--- config.mk ---
export PLATFORM = sky130hd
export DESIGN_NAME = uart_rx_framer
export DESIGN_NICKNAME = d
export VERILOG_FILES = /design/src/rtl/uart_pkg.sv /design/src/rtl/uart_sync.sv /design/src/rtl/uart_rx_framer.sv
export SDC_FILE = /design/constraint.sdc
export NUM_CORES = 1
export LEC_CHECK = 0
export ABC_CLOCK_PERIOD_IN_PS = 1800
export CAP_MARGIN = 10
export CORE_UTILIZATION = 25
export DETAILED_ROUTE_END_ITERATION = 10
export HOLD_SLACK_MARGIN = 0.03
export PLACE_DENSITY = 0.52
export SLEW_MARGIN = 10
export SYNTH_ARGS = -nofsm -noshare
export SYNTH_HDL_FRONTEND = slang
export SYNTH_SLANG_ARGS = --single-unit
--- constraint.sdc ---
create_clock -name clk -period 1.8 [get_ports clk]
set_clock_uncertainty 0.1 [all_clocks]
set_input_delay 0.18 -clock clk [delete_from_list [all_inputs] [get_ports clk]]
set_output_delay 0.18 -clock clk [all_outputs]
set_load 0.02 [all_outputs]
--- src/rtl/uart_pkg.sv ---
// Shared types and helpers for the UART receive path.
package uart_pkg;

    typedef enum logic [2:0] {
        RX_IDLE,
        RX_START,
        RX_DATA,
        RX_PARITY,
        RX_STOP
    } rx_state_t;

    localparam int PARITY_NONE = 0;
    localparam int PARITY_EVEN = 1;
    localparam int PARITY_ODD  = 2;

    // Expected parity bit for a byte under the given mode (0 when no parity).
    function automatic logic calc_parity(input logic [7:0] data, input int mode);
        logic p;
        p = 1'b0;
        if (mode == PARITY_EVEN) begin
            p = ^data;
        end else if (mode == PARITY_ODD) begin
            p = ~(^data);
        end
        return p;
    endfunction

endpackage

--- src/rtl/uart_sync.sv ---
// Multi-flop synchronizer for an asynchronous single-bit input.
module uart_sync #(
    parameter logic RESET_VAL = 1'b1,
    parameter int   STAGES    = 2
) (
    input  logic clk,
    input  logic rst,
    input  logic d,
    output logic q
);

    logic [STAGES-1:0] sync_reg;

    always_ff @(posedge clk) begin
        if (rst) begin
            sync_reg <= {STAGES{RESET_VAL}};
        end else begin
            sync_reg <= {sync_reg[STAGES-2:0], d};
        end
    end

    assign q = sync_reg[STAGES-1];

endmodule

--- src/rtl/uart_rx_framer.sv ---
// UART receiver: start/8 data/optional parity/stop framing with 3-sample
// majority voting and a one-entry valid/ready holding register.
module uart_rx_framer
    import uart_pkg::*;
#(
    parameter int CLK_FREQ     = 50_000_000,
    parameter int BIT_RATE     = 115200,
    parameter int PARITY       = 1,
    parameter int CLKS_PER_BIT = CLK_FREQ / BIT_RATE
) (
    input  logic       clk,
    input  logic       rst,
    input  logic       rx,
    output logic [7:0] rx_data,
    output logic       rx_valid,
    input  logic       rx_ready,
    output logic       rx_parity_err,
    output logic       rx_frame_err,
    output logic       rx_overrun,
    output logic       rx_busy
);

    localparam int CNT_W = $clog2(CLKS_PER_BIT);
    localparam int MID   = CLKS_PER_BIT / 2;

    // cnt_reg trails the rx_s bit offset by one (edge-detect register), so the
    // samples at offsets MID-1, MID, MID+1 are taken at cnt MID-2, MID-1, MID.
    localparam logic [CNT_W-1:0] SMP_A_C = CNT_W'(MID - 2);
    localparam logic [CNT_W-1:0] SMP_B_C = CNT_W'(MID - 1);
    localparam logic [CNT_W-1:0] MID_C   = CNT_W'(MID);
    localparam logic [CNT_W-1:0] LAST_C  = CNT_W'(CLKS_PER_BIT - 1);

    generate
        if (CLKS_PER_BIT < 4) begin : g_bad_rate
            $error("uart_rx_framer: CLKS_PER_BIT must be at least 4");
        end
        if (PARITY < 0 || PARITY > 2) begin : g_bad_parity
            $error("uart_rx_framer: PARITY must be 0, 1 or 2");
        end
    endgenerate

    logic             rx_s;
    logic             prev_reg;
    logic [1:0]       settle_reg;
    rx_state_t        state_reg, state_next;
    logic [CNT_W-1:0] cnt_reg, cnt_next;
    logic [2:0]       bit_cnt_reg, bit_cnt_next;
    logic [7:0]       shift_reg, shift_next;
    logic             par_err_reg, par_err_next;
    logic             samp_a_reg, samp_b_reg;
    logic             maj, at_mid, bit_end, armed, commit;

    logic [7:0]       data_reg;
    logic             valid_reg, perr_out_reg, ferr_out_reg, ovr_reg;

    uart_sync #(.RESET_VAL(1'b1), .STAGES(2)) u_sync (
        .clk (clk),
        .rst (rst),
        .d   (rx),
        .q   (rx_s)
    );

    assign maj     = (samp_a_reg & samp_b_reg) | (samp_a_reg & rx_s) | (samp_b_reg & rx_s);
    assign at_mid  = (cnt_reg == MID_C);
    assign bit_end = (cnt_reg == LAST_C);
    // The edge detector only trusts prev_reg once the synchronizer has flushed
    // its reset value, so a line held low through reset is not seen as a start.
    assign armed   = (settle_reg == 2'd3);
    assign commit  = (state_reg == RX_STOP) && at_mid;

    always_ff @(posedge clk) begin
        if (rst) begin
            prev_reg    <= 1'b1;
            settle_reg  <= 2'd0;
            state_reg   <= RX_IDLE;
            cnt_reg     <= '0;
            bit_cnt_reg <= 3'd0;
            shift_reg   <= 8'd0;
            par_err_reg <= 1'b0;
            samp_a_reg  <= 1'b1;
            samp_b_reg  <= 1'b1;
        end else begin
            prev_reg    <= rx_s;
            if (settle_reg != 2'd3) begin
                settle_reg <= settle_reg + 2'd1;
            end
            state_reg   <= state_next;
            cnt_reg     <= cnt_next;
            bit_cnt_reg <= bit_cnt_next;
            shift_reg   <= shift_next;
            par_err_reg <= par_err_next;
            if (cnt_reg == SMP_A_C) begin
                samp_a_reg <= rx_s;
            end
            if (cnt_reg == SMP_B_C) begin
                samp_b_reg <= rx_s;
            end
        end
    end

    always_comb begin
        state_next   = state_reg;
        cnt_next     = bit_end ? '0 : cnt_reg + CNT_W'(1);
        bit_cnt_next = bit_cnt_reg;
        shift_next   = shift_reg;
        par_err_next = par_err_reg;
        case (state_reg)
            RX_IDLE: begin
                cnt_next     = '0;
                bit_cnt_next = 3'd0;
                if (armed && prev_reg && !rx_s) begin
                    state_next   = RX_START;
                    par_err_next = 1'b0;
                end
            end
            RX_START: begin
                if (at_mid && maj) begin
                    state_next = RX_IDLE;
                    cnt_next   = '0;
                end else if (bit_end) begin
                    state_next = RX_DATA;
                end
            end
            RX_DATA: begin
                if (at_mid) begin
                    shift_next = {maj, shift_reg[7:1]};
                end
                if (bit_end) begin
                    if (bit_cnt_reg == 3'd7) begin
                        bit_cnt_next = 3'd0;
                        state_next   = (PARITY != PARITY_NONE) ? RX_PARITY : RX_STOP;
                    end else begin
                        bit_cnt_next = bit_cnt_reg + 3'd1;
                    end
                end
            end
            RX_PARITY: begin
                if (at_mid) begin
                    par_err_next = (maj != calc_parity(shift_reg, PARITY));
                end
                if (bit_end) begin
                    state_next = RX_STOP;
                end
            end
            RX_STOP: begin
                // Leave at mid-stop so a following start bit is caught on time.
                if (at_mid) begin
                    state_next = RX_IDLE;
                    cnt_next   = '0;
                end
            end
            default: begin
                state_next = RX_IDLE;
                cnt_next   = '0;
            end
        endcase
    end

    always_ff @(posedge clk) begin
        if (rst) begin
            data_reg     <= 8'd0;
            valid_reg    <= 1'b0;
            perr_out_reg <= 1'b0;
            ferr_out_reg <= 1'b0;
            ovr_reg      <= 1'b0;
        end else begin
            ovr_reg <= 1'b0;
            if (commit) begin
                if (!valid_reg || rx_ready) begin
                    data_reg     <= shift_reg;
                    perr_out_reg <= par_err_reg;
                    ferr_out_reg <= ~maj;
                    valid_reg    <= 1'b1;
                end else begin
                    ovr_reg <= 1'b1;
                end
            end else if (valid_reg && rx_ready) begin
                valid_reg <= 1'b0;
            end
        end
    end

    assign rx_data       = data_reg;
    assign rx_valid      = valid_reg;
    assign rx_parity_err = perr_out_reg;
    assign rx_frame_err  = ferr_out_reg;
    assign rx_overrun    = ovr_reg;
    assign rx_busy       = (state_reg != RX_IDLE);

endmodule
==> summary.md <==
| Metric | Value |
|---|---|
| DPL Wire Length | 2580 µm |
| Largest net degree at the start of global routing | 22 |
| Setup crit end kind | register |
| Total track usage | around a tenth |
| Max reg flops | 9 |
| H-tree Lvls | 2 |
| Register area share after synthesis | 43.9% |
| Global-route wire length before repair | 6680 µm |
| Routed wire length | between 3000 and 4000 µm |
| Top_reg_cell synth | dfxtp_1 |
| Pwr/cell area | between 800 and 900 mW/mm² |
| Slowest-stage cell, CP | dfxtp_2 |
| Crit path required time | 1900 ps |
| DRC viols | 0 |
| Static Leak | 0.000883 µW |
| Synthesized flop and latch total | 43 |
| Worst path cell trace | inv_2, ha_4, and4b_2, and2_4, o221a_4, mux2_4 |
| Worst VDD drop | 0.467 mV |
| Max Freq | roughly 570 MHz |
| Initial antenna violation count | 0 |
| IO Port Bufs | 16 |
| TritonCTS clock tree | done |
| Storage element area | 866 µm² |
| Layout area overhead | 25.8% |
| Layout cells sized above 1 | 22.0% |
| Synth Cell Area | about 0.002 mm² |
| Number of diodes | 0 |
| Reg clk slew, reported paths | 90 ps |
| Critical hold path startpoint | u_sync.sync_reg[0] |
| DRT iter0 DRCs | 88 |
| Buffers & Inverters on Critical Path | 1 |
| Yosys warnings | 0 |
| Die width | 90.6 µm |
| Worst skew pair latency | 300 ps |
| CP delay by family, top | simple AND/OR/NAND/NOR gates |
| Worst R2R Path Depth | 6 |
| FP Rows | 31 |
| CP Data Arrival Time | 1840 ps |
| Multi-input combinational cell area | between 0.001 and 0.0015 mm² |
| Worst-margin pin slew | roughly 380 ps |
| Area after DPL | 0.00228 mm² |
| Min Tclk post-route | 1740 ps |
| Core Region | 0.00741 mm² |
| Commonest non-fill, non-tap cell in the layout | dfxtp_1 |
| Crit Path Class | reg2reg |
| Placer's final routability congestion estimate | 0.812 |
| Hold_buf cts | 0 |
| Period utilization | between 90% and 100% |
| WP depth | 6 |
| Startpoint types | register |
| Syn avg cell area | 9.34 µm² |
| Unique masters post-synth | 47 |
| Max incr delay on CP | 340 ps |
| Finished Layout Cells | 340 |
| Fin. Hold Viols | 0 |
| Reg-to-Reg End | state_reg[0] |
| Clock root cell | clkbuf_8 |
| Worst hold path endpoint | u_sync.sync_reg[1] |
| Max clock buf depth | 2 |
| # setup viols final | 0 |
| Hold/Removal Path Class | reg2reg |
| Number of placed I/O pins | 17 |
| Die Area | 0.00821 mm² |
| Gr ovfl total | 0 |
| Layout Nets | 250 |
| Min-Delay Path Depth | 1 |
| Area of all placed cells without fillers | 0.00247 mm² |
| FF-to-FF Start | cnt_reg[1] |
| Final Util | between 30% and 40% |
| Outcome | complete, no violations |
| CTS Buf Count | 5 |
| Syn Nets | 220 |
| Initial core utilization | 26.5% |
| DRT Pass-1 Iters | 4 |
| Max_cap viols | 0 |
| R2R setup slack | roughly 55 ps |
| # fillers | ~750 |
| Most frequent cells in the layout | dfxtp_1, nor2_1, nand2_1 |
| Avg WL per Cell | 11.3 µm |
| CTS Sinks | 43 |
| Max FO, Critical Path | 8 |
| DR vias | 1507 |
| Die H | ~91 µm |
| Max-slew violations | 0 |
| Cell Count Post-Placement | 328 |
| Gate Count Post-Synth | 210 |
| Remaining antenna violation count after routing | 0 |
| Post-synth EDFFs | 0 |
| Via density | 4.43 |
| Async S/R FF share, synth | 0% |
| Max-Slew Margin vs Limit | 74.1% |
| Vias in the first global route | about 1400 |
kinds of logic (layout without fill, tap and decap cells):
group / count (synthesis) / count (layout) / synth area share [%]
AND/OR/NAND/NOR: 87 / 88 / 22.5
multiplexers: 15 / 15 / 7.97
XOR/XNOR: 16 / 16 / 7.14
AO/OA/AOI/OAI: 25 / 25 / 8.99
flip-flops: 43 / 43 / 43.9
buffers and inverters: 17 / 47 / 5.17
adder cells (fa/ha/maj): 7 / 7 / 4.40
worst max-delay path by stage:
| stage | to | start | slack (ps) |
|---|---|---|---|
| after floorplan | state_reg[0] | cnt_reg[1] | 10 |
| after global placement | state_reg[0] | cnt_reg[1] | 9 |
| after detailed placement | state_reg[0] | cnt_reg[1] | -20 |
| after CTS | state_reg[0] | cnt_reg[1] | 0.03 |
| after global routing | state_reg[0] | cnt_reg[1] | -2 |
| final | state_reg[0] | cnt_reg[1] | 60 |
area by class of cell:
cell class	count	area share (%)
clock inverters	3	1.77
multi-input cells	151	42.5
clock buffers	5	2.79
repair buffers	32	11.8
inverters	7	1.06
flip-flops and latches	43	35.1
well taps	99	5.02
worst register-to-register path, cell delays in order (launching register included):
cell and delay, ps:
dfxtp_2 340, inv_2 50, ha_4 150, and4b_2 250, and2_4 200, o221a_4 280
mux2_4 290
synth_stat cells (2+ instances only):
master / instances / share of area, %
a21oi_1: 10 / 2.6
a22oi_1: 4 / 1.5
a31oi_1: 2 / 0.64
and3_1: 2 / 0.64
and4b_1: 2 / 1.0
buf_2: 2 / 0.51
buf_6: 2 / 1.1
clkbuf_1: 4 / 0.77
dfxtp_1: 43 / 44
ha_1: 6 / 3.8
inv_1: 7 / 1.3
mux2i_1: 13 / 6.6
nand2_1: 25 / 4.8
nand3_1: 9 / 2.3
nor2_1: 28 / 5.4
nor3_1: 3 / 0.77
o211ai_1: 2 / 0.77
or2_2: 3 / 0.96
xnor2_1: 11 / 4.9
xor2_1: 5 / 2.2
what timing repair did:
action                                 4_1_cts  5_1_grt
endpoints found under the hold margin        0        0
buffers inserted                             1        2
resized for setup                            8        7
gates cloned                                 1        0
setup endpoints to repair                   18       21
pin swaps                                    2        3
per-stage QoR:
| stage | hold WS [ps] | total power, µW | setup slack, ps | TNS, ps |
|---|---|---|---|---|
| after floorplan | 184 | 1220 | 12.3 | 0 |
| after global placement | 291 | 1330 | 8.82 | 0 |
| after detailed placement | 300 | 1330 | -22.0 | -115 |
| after CTS | 324 | 2110 | 0.0346 | 0 |
| after global routing | 340 | 2190 | -2.28 | -4.38 |
| final | 322 | 2090 | 55.5 | 0 |
layer usage:
layer / routed length [µm] / track usage [%] / part of all wire [%]
met1: 1870 / 13.5 / 49
met2: 1770 / 15.1 / 46
met3: 153 / 2.27 / 4.0
met4: 59 / 5.65 / 1.5
met5: 0 / 0 / 0
power breakdown:
part / switching (µW) / internal [µW] / total, µW
sequential: 37.2 / 980 / 1020
clock: 348 / 413 / 761
combinational: 153 / 156 / 309
(Power assumes the default switching activity.)
